<file path="config.mk">
export PLATFORM = sky130hd
export DESIGN_NAME = div_issue_ctrl
export DESIGN_NICKNAME = d
export VERILOG_FILES = /design/src/rtl/div_pkg.sv /design/src/rtl/sync_fifo2.sv /design/src/rtl/div_issue_ctrl.sv
export SDC_FILE = /design/constraint.sdc
export NUM_CORES = 1
export LEC_CHECK = 0
export CAP_MARGIN = 20
export CORE_UTILIZATION = 50
export CTS_CLUSTER_SIZE = 30
export DETAILED_ROUTE_END_ITERATION = 7
export PLACE_DENSITY = 0.79
export REMOVE_ABC_BUFFERS = 1
export SLEW_MARGIN = 10
export SYNTH_ARGS = -nofsm -noshare
export SYNTH_HDL_FRONTEND = slang
export SYNTH_SLANG_ARGS = --single-unit
</file>
<file path="constraint.sdc">
create_clock -name clk -period 2.3 [get_ports clk]
set_input_delay 0.46 -clock clk [delete_from_list [all_inputs] [get_ports clk]]
set_output_delay 0.46 -clock clk [all_outputs]
set_load 0.01 [all_outputs]
</file>
<file path="src/rtl/div_pkg.sv">
`default_nettype none
// ============================================================================
// Module      : div_pkg
// Description : Shared types and constants for the divider request controller.
//               Holds the controller state encoding, the RUN timeout limit,
//               and the packed result record that is presented to the
//               consumer.
// Revision    : 1.0 - initial release
// ============================================================================
package div_pkg;

   // Operand width that the result record is sized for. The controller's N
   // must match this value.
   localparam int unsigned DIV_N = 4;

   // RUN cycles allowed before a division is declared hung.
   function automatic int unsigned f_timeout_lim(input int unsigned n);
      return 2 * n + 4;
   endfunction

   localparam int unsigned DIV_TIMEOUT_LIM = f_timeout_lim(DIV_N);

   typedef enum logic [1:0] {
      ST_IDLE = 2'd0,
      ST_LOAD = 2'd1,
      ST_RUN  = 2'd2,
      ST_HOLD = 2'd3
   } div_state_t;

   typedef struct packed {
      logic [DIV_N-1:0] quotient;
      logic [DIV_N-1:0] remainder;
      logic             div_by_zero;
      logic             timeout;
   } div_result_t;

endpackage : div_pkg
`default_nettype wire

</file>
<file path="src/rtl/sync_fifo2.sv">
`default_nettype none
// ============================================================================
// Module      : sync_fifo2
// Description : Two-entry synchronous FIFO with wrapping pointers.
//               Pushes are ignored when full, pops are ignored when empty.
// Ports       : clk, rst (async, active-low)
//               i_push/i_data  - write side
//               i_pop/o_data   - read side, o_data shows the head entry
//               o_empty/o_full - registered occupancy flags
// Revision    : 1.0 - initial release
// ============================================================================
module sync_fifo2 #(
   parameter int unsigned W = 8
) (
   input  logic         clk,
   input  logic         rst,
   input  logic         i_push,
   input  logic [W-1:0] i_data,
   input  logic         i_pop,
   output logic [W-1:0] o_data,
   output logic         o_empty,
   output logic         o_full
);

   logic [W-1:0] r_mem [2];
   logic         r_wptr;
   logic         r_rptr;
   logic [1:0]   r_count;

   logic w_push;
   logic w_pop;

   assign o_full  = (r_count == 2'd2);
   assign o_empty = (r_count == 2'd0);
   assign w_push  = i_push & ~o_full;
   assign w_pop   = i_pop & ~o_empty;
   assign o_data  = r_mem[r_rptr];

   always_ff @(posedge clk or negedge rst) begin
      if (!rst) begin
         r_mem[0] <= '0;
         r_mem[1] <= '0;
         r_wptr   <= 1'b0;
         r_rptr   <= 1'b0;
         r_count  <= 2'd0;
      end else begin
         if (w_push) begin
            r_mem[r_wptr] <= i_data;
            r_wptr        <= ~r_wptr;
         end
         if (w_pop) begin
            r_rptr <= ~r_rptr;
         end
         case ({w_push, w_pop})
            2'b10:   r_count <= r_count + 2'd1;
            2'b01:   r_count <= r_count - 2'd1;
            default: r_count <= r_count;
         endcase
      end
   end

endmodule : sync_fifo2
`default_nettype wire

</file>
<file path="src/rtl/div_issue_ctrl.sv">
`default_nettype none
// ============================================================================
// Module      : div_issue_ctrl
// Description : Request-side controller for an external divider core.
//               Operand pairs are queued in a 2-entry FIFO and issued one at
//               a time. The core has no load strobe, so each division is
//               started by a one-cycle low pulse on div_rst_n. Results,
//               divide-by-zero and timeout flags are held on a valid/ready
//               output stream.
// Ports       : clk, rst (async, active-low)
//               in_*   - operand stream (valid/ready)
//               out_*  - result stream (valid/ready)
//               div_*  - connection to the divider core
// Revision    : 1.0 - initial release
// ============================================================================
module div_issue_ctrl
   import div_pkg::*;
#(
   parameter int unsigned N = DIV_N
) (
   input  logic           clk,
   input  logic           rst,
   input  logic           in_valid,
   output logic           in_ready,
   input  logic [N-1:0]   in_dividend,
   input  logic [N-1:0]   in_divisor,
   output logic           out_valid,
   input  logic           out_ready,
   output logic [N-1:0]   out_quotient,
   output logic [N-1:0]   out_remainder,
   output logic           out_div_by_zero,
   output logic           out_timeout,
   output logic           div_rst_n,
   output logic [N-1:0]   div_dividend,
   output logic [N-1:0]   div_divisor,
   input  logic [N-1:0]   div_quotient,
   input  logic [2*N-1:0] div_remainder,
   input  logic           div_done,
   input  logic           div_error
);

   localparam int unsigned LIM = f_timeout_lim(N);
   localparam int unsigned CW  = $clog2(LIM + 1);

   div_state_t  r_state;
   div_result_t r_res;
   logic        r_out_valid;
   logic        r_div_rst_n;
   logic [N-1:0] r_dividend;
   logic [N-1:0] r_divisor;
   logic [CW-1:0] r_cnt;

   logic [2*N-1:0] w_head;
   logic [N-1:0]   w_head_dividend;
   logic [N-1:0]   w_head_divisor;
   logic           w_empty;
   logic           w_full;
   logic           w_pop;
   logic [CW-1:0]  w_cnt_next;
   logic           w_unused_rem_hi;

   // Only the low half of the core's remainder is meaningful for N-bit operands.
   assign w_unused_rem_hi = ^div_remainder[2*N-1:N];

   assign w_head_dividend = w_head[2*N-1:N];
   assign w_head_divisor  = w_head[N-1:0];
   assign w_cnt_next      = r_cnt + CW'(1);

   // The head leaves the FIFO exactly when it is latched into the core
   // operand registers: from IDLE, or from HOLD on the output handshake.
   assign w_pop = ~w_empty &
                  ((r_state == ST_IDLE) | ((r_state == ST_HOLD) & out_ready));

   sync_fifo2 #(
      .W (2 * N)
   ) u_fifo (
      .clk     (clk),
      .rst     (rst),
      .i_push  (in_valid),
      .i_data  ({in_dividend, in_divisor}),
      .i_pop   (w_pop),
      .o_data  (w_head),
      .o_empty (w_empty),
      .o_full  (w_full)
   );

   assign in_ready        = ~w_full;
   assign out_valid       = r_out_valid;
   assign out_quotient    = r_res.quotient;
   assign out_remainder   = r_res.remainder;
   assign out_div_by_zero = r_res.div_by_zero;
   assign out_timeout     = r_res.timeout;
   assign div_rst_n       = r_div_rst_n;
   assign div_dividend    = r_dividend;
   assign div_divisor     = r_divisor;

   always_ff @(posedge clk or negedge rst) begin
      if (!rst) begin
         r_state     <= ST_IDLE;
         r_res       <= '0;
         r_out_valid <= 1'b0;
         r_div_rst_n <= 1'b1;
         r_dividend  <= '0;
         r_divisor   <= '0;
         r_cnt       <= '0;
      end else begin
         case (r_state)
            ST_IDLE: begin
               if (!w_empty) begin
                  r_dividend  <= w_head_dividend;
                  r_divisor   <= w_head_divisor;
                  r_div_rst_n <= 1'b0;
                  r_state     <= ST_LOAD;
               end
            end

            ST_LOAD: begin
               r_div_rst_n <= 1'b1;
               r_cnt       <= '0;
               r_state     <= ST_RUN;
            end

            ST_RUN: begin
               r_cnt <= w_cnt_next;
               if (div_done) begin
                  // Core quotient/remainder are meaningless on divide by zero.
                  r_res.quotient    <= div_error ? '0 : div_quotient;
                  r_res.remainder   <= div_error ? '0 : div_remainder[N-1:0];
                  r_res.div_by_zero <= div_error;
                  r_res.timeout     <= 1'b0;
                  r_out_valid       <= 1'b1;
                  r_state           <= ST_HOLD;
               end else if (w_cnt_next == CW'(LIM)) begin
                  r_res.quotient    <= '0;
                  r_res.remainder   <= '0;
                  r_res.div_by_zero <= 1'b0;
                  r_res.timeout     <= 1'b1;
                  r_out_valid       <= 1'b1;
                  r_state           <= ST_HOLD;
               end
            end

            ST_HOLD: begin
               if (out_ready) begin
                  r_out_valid       <= 1'b0;
                  r_res.div_by_zero <= 1'b0;
                  r_res.timeout     <= 1'b0;
                  if (!w_empty) begin
                     r_dividend  <= w_head_dividend;
                     r_divisor   <= w_head_divisor;
                     r_div_rst_n <= 1'b0;
                     r_state     <= ST_LOAD;
                  end else begin
                     r_state <= ST_IDLE;
                  end
               end
            end

            default: r_state <= ST_IDLE;
         endcase
      end
   end

endmodule : div_issue_ctrl
`default_nettype wire

</file>
==> tab_implementation.tex, run 1 <==
\begin{tabular}{lr}
\hline
Metric & Value \\
\hline
\multicolumn{2}{l}{\textbf{Status}} \\
\quad Outcome & completed \\
\multicolumn{2}{l}{\textbf{Clock tree}} \\
\quad Setup Fix Bufs, Post-CTS & 0 \\
\quad Maximum buffer depth of the clock tree & 2 \\
\quad Clock sink count & 46 \\
\quad Number of levels the H-tree was split into & 2 \\
\quad Clock root buffer master & sky130\_fd\_sc\_hd\_\_clkbuf\_8 \\
\quad Number of clock buffers inserted by TritonCTS & 5 \\
\quad Worst skew pair latency & 300 ps \\
\quad Post-CTS clock slew at the launch and capture registers of the worst setup and hold paths & 80 ps \\
\quad Hold buffer count at cts & 0 \\
\quad Count of instances resized after the clock tree is built & 0 \\
\quad CTS tree & built \\
\multicolumn{2}{l}{\textbf{Logic synthesis}} \\
\quad Area share of the leading cell type in the synthesized netlist & 53.00\% \\
\quad Biggest area contributors in the synthesized netlist & sky130\_fd\_sc\_hd\_\_dfrtp\_1 53\%, sky130\_fd\_sc\_hd\_\_mux2\_2 8.5\%, sky130\_fd\_sc\_hd\_\_ha\_1 5.3\% \\
\quad Cell taking the most area after synthesis & sky130\_fd\_sc\_hd\_\_dfrtp\_1 \\
\quad Number of enable flip-flop cells after synthesis & 0 \\
\quad Main flop type after synthesis & sky130\_fd\_sc\_hd\_\_dfrtp\_1 \\
\quad Total number of yosys warnings & 0 \\
\quad Number of distinct standard cells referenced by the synthesized netlist & 41 \\
\quad Ys async rst share & 100.0\% \\
\quad Area of the mapped netlist & 0.002125 mm² \\
\quad Register area share after synthesis & 54.24\% \\
\quad Post-synthesis register bit count & 46 \\
\quad Gate count after technology mapping & 173 \\
\quad Avg Inst Size Synth & 12.28 µm² \\
\multicolumn{2}{l}{\textbf{Setup path}} \\
\quad Crit Path Max Fanout & 7 \\
\quad Endpoint kind of the worst setup timing path & flop \\
\quad Delay of the slowest cell on the worst path & 430 ps \\
\quad Cell repeated most along the worst path & sky130\_fd\_sc\_hd\_\_inv\_1 \\
\quad Critical path data required time & 2510 ps \\
\quad Slowest CP cell & sky130\_fd\_sc\_hd\_\_dfrtp\_1 \\
\quad Worst setup SP type & flop \\
\quad Critical path cell sequence & inv\_1 -> ha\_1 -> inv\_1 -> a2111oi\_0 -> a21oi\_1 -> o21ai\_0 \\
\quad CP Data Arrival Time & 2130 ps \\
\quad Classification of the worst setup path & flop to flop \\
\multicolumn{2}{l}{\textbf{Pwr}} \\
\quad Worst vdd rail ir drop & 0.0006802 V \\
\quad Total chip power & 3.622 mW \\
\quad Leakage power summed over all cells & 1.175 nW \\
\quad Power density over cell area & 1346 mW/mm² \\
\multicolumn{2}{l}{\textbf{GRT}} \\
\quad Antenna violations before repair & 0 \\
\quad Wire length of the first global-routing pass & 6575 µm \\
\quad Global route overflow & 0 \\
\quad Tot GR Track Use & 20.37\% \\
\quad Maximum number of pins on one net before global-route repair & 27 \\
\quad Via count of the first global-routing pass & 1471 \\
\multicolumn{2}{l}{\textbf{Placed design}} \\
\quad Placed instance count & 264 \\
\quad Hpwl dp & 3050 µm \\
\quad Post-place instance area & 0.002605 mm² \\
\quad Routability Congestion & 0.7748 \\
\quad Port Buffers & 42 \\
\multicolumn{2}{l}{\textbf{Timing}} \\
\quad Unrepaired setup endpoints after global routing & false \\
\quad Fin crit share & 83.37\% \\
\quad Highest clock frequency the design can meet & 0.5215 GHz \\
\quad Endpoints failing setup & 0 \\
\quad Worst hold slack & 140.0 ps \\
\quad Min Clock Period, post-route & 1918 ps \\
\quad Max Transition Viols Final & 0 \\
\quad Transition time of the tightest slew-check pin & 562.3 ps \\
\quad Hold violation total from the final report & 0 \\
\quad Total Negative Setup Slacks & 0 ps \\
\quad Setup Skew & 5.001 ps \\
\quad Slew margin rel. & 62.51\% \\
\multicolumn{2}{l}{\textbf{Routing}} \\
\quad Post-DR vias/cell & 5.397 \\
\quad Detail Route Antenna Nets & 0 \\
\quad DRC violations left & 0 \\
\quad Drt pass-1 iters & 4 \\
\quad Wirelength per Cell & 15.45 µm \\
\quad Overall routed net length & 4202 µm \\
\quad Initial DRC Count & 55 \\
\quad Via count & 1468 \\
\multicolumn{2}{l}{\textbf{Layout}} \\
\quad Share of cells above drive strength 1 & 17.57\% \\
\quad Diode count & 0 \\
\quad Filler Cell Count & 294 \\
\quad Number of nets in the layout & 256 \\
\quad Final Non-Filler Cells & 272 \\
\quad Layout-stage area growth over the synthesis result & 26.68\% \\
\quad Area of all placed cells without fillers & 0.002691 mm² \\
\multicolumn{2}{l}{\textbf{Die}} \\
\quad Number of top-level pins & 47 \\
\quad Cell row count & 23 \\
\quad Die H & 67.19 µm \\
\quad Placeable core region & 0.004029 mm² \\
\quad Initial standard-cell utilization of the core & 52.73\% \\
\quad Area of the die & 0.004514 mm² \\
\quad Horizontal die dimension & 67.19 µm \\
\multicolumn{2}{l}{\textbf{Worst hold path}} \\
\quad Tightest Hold Check Type & input pin to asynchronous set/reset pin \\
\multicolumn{2}{l}{\textbf{Flow run}} \\
\quad Maxcap violations & 0 \\
\hline
\end{tabular}
==> layout make-up <==
type	instances	area (µm²)	share of cell area, %
Sequential cell	46	1152	42.82
Multi-Input combinational cell	116	925.9	34.40
Timing Repair Buffer	45	437.9	16.27
Clock buffer	6	72.57	2.696
Tap cell	50	62.56	2.325
Inverter	7	26.28	0.9763
Clock inverter	2	13.76	0.5114
==> stage by stage <==
step | worst slack [ps] | util [%]
after CTS | 410.5 | 66.80
after global routing | 168.0 | 66.80
after detailed placement | 325.8 | 64.66
after global placement | 348.8 | 64.66
final | 382.4 | 66.80
after floorplan | 573.4 | -
==> kinds of logic after synthesis <==
family / count (synthesis) / synth area share, %
XOR/XNOR: 5 / 2.062
AO/OA/AOI/OAI: 39 / 14.37
AND/OR/NAND/NOR: 36 / 7.950
multiplexers: 27 / 13.90
adder cells (fa/ha/maj): 9 / 5.300
flip-flops: 46 / 54.24
buffers and inverters: 11 / 2.179
==> Yosys cell counts, drive strengths merged (2+ instances only) <==
cell type	n
nor2	16
a22o	8
xnor2	3
xor2	2
ha	9
mux2	17
buf	2
mux2i	10
a21oi	13
nand3	3
dfrtp	45
nor2b	2
clkbuf	2
inv	7
o21ai	5
a21boi	2
nand2	9
==> metal layers <==
layer	share of wire, %	wire length [µm]	GRT usage [%]	up-vias
li1	-	-	-	705
met2	50	2103	34.38	35
met4	1.9	80	9.840	0
met5	0	0	0	-
met1	44	1867	24.61	721
met3	3.6	151	4.392	7
==> path summary, 6_finish.rpt <==
kind,startpoint,endpoint,slack [ps],cells after the start
min in group clk,div_rst_n,div_rst_n,470,2
max reg2reg,r_state[0],out_timeout,380,6
min reg2reg,div_rst_n,div_rst_n,470,2
max,r_state[0],out_timeout,380,6
max in group asynchronous,rst,out_remainder[3],1490,2
min,rst,div_dividend[3],140,1
==> critical path: cells and delay by family, from the launching register on <==
family / cells / cell delay, ps
AO/OA/AOI/OAI: 3 / 690
flip-flops: 1 / 430
adder cells (fa/ha/maj): 1 / 350
buffers and inverters: 2 / 360
==> flip-flops by register name, indices dropped and copies added (netlist names) <==
signal and flops:
u_fifo.r_count 2, u_fifo.r_wptr 1, out_valid 1, out_remainder 4
u_fifo.r_rptr 1, out_timeout 1, r_cnt 4, div_divisor 4
div_dividend 4, div_rst_n 1, u_fifo.r_mem 16, r_state 2
out_div_by_zero 1, out_quotient 4
==> power breakdown <==
group | switching, mW | leakage [nW] | total, mW | internal, mW
combinational | 0.752 | 0.573 | 1.67 | 0.917
sequential | 0.287 | 0.557 | 1.48 | 1.19
clock | 0.263 | 0.0452 | 0.477 | 0.214
==> cell usage in the layout, fill, tap and decap left out, types with 2 or more instances in the layout <==
cell / count
sky130_fd_sc_hd__ha_1: 9
sky130_fd_sc_hd__dfrtp_1: 45
sky130_fd_sc_hd__nor2_1: 15
sky130_fd_sc_hd__clkbuf_8: 5
sky130_fd_sc_hd__mux2i_1: 10
sky130_fd_sc_hd__o21ai_0: 4
sky130_fd_sc_hd__inv_1: 7
sky130_fd_sc_hd__a22o_1: 8
sky130_fd_sc_hd__nor2b_1: 2
sky130_fd_sc_hd__clkdlybuf4s50_1: 41
sky130_fd_sc_hd__xnor2_1: 3
sky130_fd_sc_hd__mux2_2: 16
sky130_fd_sc_hd__nand3_1: 3
sky130_fd_sc_hd__nand2_1: 9
sky130_fd_sc_hd__xor2_1: 2
sky130_fd_sc_hd__buf_4: 3
sky130_fd_sc_hd__a21oi_1: 12
Note: power is estimated with default switching activity, not from simulation.
==> run 2: changes to the inputs <==
Clock period 2.3 ns to 2 ns, I/O delays scaled along.
==> tab_implementation.tex, run 2 (synthesis gave the netlist of run 1 again) <==
\begin{tabular}{lr}
\hline
Metric & Value \\
\hline
\multicolumn{2}{l}{\textbf{Layout}} \\
\quad Filler Cell Count & 299 \\
\quad Layout-stage area growth over the synthesis result & 28.56\% \\
\quad Diode count & 0 \\
\quad Commonest non-fill, non-tap cell in the layout & sky130\_fd\_sc\_hd\_\_dfrtp\_1 \\
\quad Number of flip-flops in the largest register & 16 \\
\quad Most frequent cells in the layout & 45 x sky130\_fd\_sc\_hd\_\_dfrtp\_1, 41 x sky130\_fd\_sc\_hd\_\_clkdlybuf4s50\_1, 16 x sky130\_fd\_sc\_hd\_\_mux2\_2 \\
\quad Share of cells above drive strength 1 & 18.75\% \\
\quad Number of nets in the layout & 258 \\
\quad Area of all placed cells without fillers & 0.002731 mm² \\
\quad Register with the highest flop count & u\_fifo.r\_mem \\
\multicolumn{2}{l}{\textbf{Timing}} \\
\quad Setup Skew & 4.237 ps \\
\quad Hold violation total from the final report & 0 \\
\quad Min Clock Period, post-route & 1855 ps \\
\quad Highest clock frequency the design can meet & 0.5391 GHz \\
\quad Endpoints failing setup & 0 \\
\quad Slew margin rel. & 62.61\% \\
\quad Fin crit share & 92.75\% \\
\quad Worst hold slack & 31.98 ps \\
\quad Total Negative Setup Slacks & 0 ps \\
\quad Unrepaired setup endpoints after global routing & false \\
\quad Transition time of the tightest slew-check pin & 560.9 ps \\
\quad Max Transition Viols Final & 0 \\
\multicolumn{2}{l}{\textbf{Die}} \\
\quad Die H & 67.19 µm \\
\quad Placeable core region & 0.004029 mm² \\
\quad Number of top-level pins & 47 \\
\quad Initial standard-cell utilization of the core & 52.73\% \\
\quad Cell row count & 23 \\
\quad Horizontal die dimension & 67.19 µm \\
\quad Area of the die & 0.004514 mm² \\
\multicolumn{2}{l}{\textbf{Routing}} \\
\quad Detail Route Antenna Nets & 0 \\
\quad Initial DRC Count & 42 \\
\quad Wirelength per Cell & 15.82 µm \\
\quad Via count & 1503 \\
\quad Post-DR vias/cell & 5.485 \\
\quad DRC violations left & 0 \\
\quad Drt pass-1 iters & 4 \\
\quad Overall routed net length & 4335 µm \\
\multicolumn{2}{l}{\textbf{Flow run}} \\
\quad Maxcap violations & 0 \\
\multicolumn{2}{l}{\textbf{GRT}} \\
\quad Global route overflow & 0 \\
\quad Maximum number of pins on one net before global-route repair & 20 \\
\quad Via count of the first global-routing pass & 1499 \\
\quad Tot GR Track Use & 21.29\% \\
\quad Antenna violations before repair & 0 \\
\quad Wire length of the first global-routing pass & 6851 µm \\
\multicolumn{2}{l}{\textbf{Pwr}} \\
\quad Leakage power summed over all cells & 1.191 nW \\
\quad Worst vdd rail ir drop & 0.0008350 V \\
\quad Power density over cell area & 1570 mW/mm² \\
\quad Total chip power & 4.287 mW \\
\multicolumn{2}{l}{\textbf{Setup path}} \\
\quad Classification of the worst setup path & flop to flop \\
\quad Worst setup SP type & flop \\
\quad Delay of the slowest cell on the worst path & 470 ps \\
\quad Crit Path Max Fanout & 6 \\
\quad Slowest CP cell & sky130\_fd\_sc\_hd\_\_dfrtp\_1 \\
\quad Critical path cell sequence & ha\_1 -> and2b\_4 -> a31oi\_1 -> a31o\_4 -> a21oi\_4 -> mux2\_4 \\
\quad CP Data Arrival Time & 2030 ps \\
\quad Endpoint kind of the worst setup timing path & flop \\
\quad Critical path data required time & 2180 ps \\
\multicolumn{2}{l}{\textbf{Clock tree}} \\
\quad Post-CTS clock slew at the launch and capture registers of the worst setup and hold paths & 80 ps \\
\quad Clock root buffer master & sky130\_fd\_sc\_hd\_\_clkbuf\_8 \\
\quad CTS tree & built \\
\quad Setup Fix Bufs, Post-CTS & 0 \\
\quad Maximum buffer depth of the clock tree & 2 \\
\quad Number of levels the H-tree was split into & 2 \\
\quad Number of clock buffers inserted by TritonCTS & 5 \\
\quad Clock sink count & 46 \\
\quad Worst skew pair latency & 290 ps \\
\multicolumn{2}{l}{\textbf{Placed design}} \\
\quad Port Buffers & 42 \\
\quad Post-place instance area & 0.002633 mm² \\
\quad Hpwl dp & 3333 µm \\
\quad Routability Congestion & 0.8151 \\
\multicolumn{2}{l}{\textbf{Worst hold path}} \\
\quad Tightest Hold Check Type & input pin to asynchronous set/reset pin \\
\multicolumn{2}{l}{\textbf{Status}} \\
\quad Outcome & completed \\
\hline
\end{tabular}
[run 2: changes by cell type in the layout (fill, tap and decap cells not counted), sizes merged]
cell and delta:
buf +2, clkinv -2, clkbuf +1, inv +1
[run 2: what timing repair did]
action,CTS,global route
gates resized for setup,0,2
hold buffers,0,0
setup endpoints to repair,0,1
[run 2: path summary, 6_finish.rpt]
kind | start | to | slack (ps) | cells after the start
worst min register to register | div_rst_n | div_rst_n | 470 | 2
min in group clk | div_rst_n | div_rst_n | 470 | 2
worst min-delay path | rst | div_dividend[1] | 30 | 1
worst max register to register | r_cnt[0] | r_state[1] | 140 | 6
worst max-delay path | r_cnt[0] | r_state[1] | 140 | 6
max in group asynchronous | rst | u_fifo.r_mem[12] | 1390 | 2
[run 2: metrics by stage]
step	std cells	util, %	worst slack, ps
3_3_place_gp	266	65.34	146.8
2_1_floorplan	169	-	273.4
3_5_place_dp	266	65.34	102.3
5_1_grt	274	67.80	18.63
4_1_cts	274	67.70	140.1
6_report	274	67.80	145.0
[run 2: area by class of cell]
type / count / area (µm²) / area share [%]
clock buffers: 7 / 86.33 / 3.161
multi-input cells: 116 / 929.6 / 34.04
inverters: 7 / 26.28 / 0.9620
repair buffers: 47 / 465.4 / 17.04
clock inverters: 1 / 8.758 / 0.3207
well taps: 50 / 62.56 / 2.290
flip-flops and latches: 46 / 1152 / 42.19
[run 2: routing by layer]
layer / part of all wire (%) / track usage (%) / routed length [µm]
met5: 0 / 0 / 0
met1: 43 / 26.44 / 1843
met3: 3.7 / 4.730 / 162
met2: 52 / 35.63 / 2257
met4: 1.7 / 9.043 / 72
[run 2: worst max-delay path: cells and delay by family (launching register included)]
family,cells,cell delay [ps]
compound gates,3,560
flops,1,470
mux,1,310
fa+ha+maj,1,240
simple gates,1,170
[run 2: report_power, final]
| group | switching, mW | internal (mW) | leakage (nW) |
|---|---|---|---|
| Sequential | 0.341 | 1.37 | 0.557 |
| Clock | 0.295 | 0.285 | 0.0489 |
| Combinational | 0.910 | 1.09 | 0.585 |
==> run 3: changes to the inputs <==
Settings changed: TNS_END_PERCENT from default to 10.
==> results of run 3 <==
The final DEF is identical to that of run 2; final timing and power are the same.
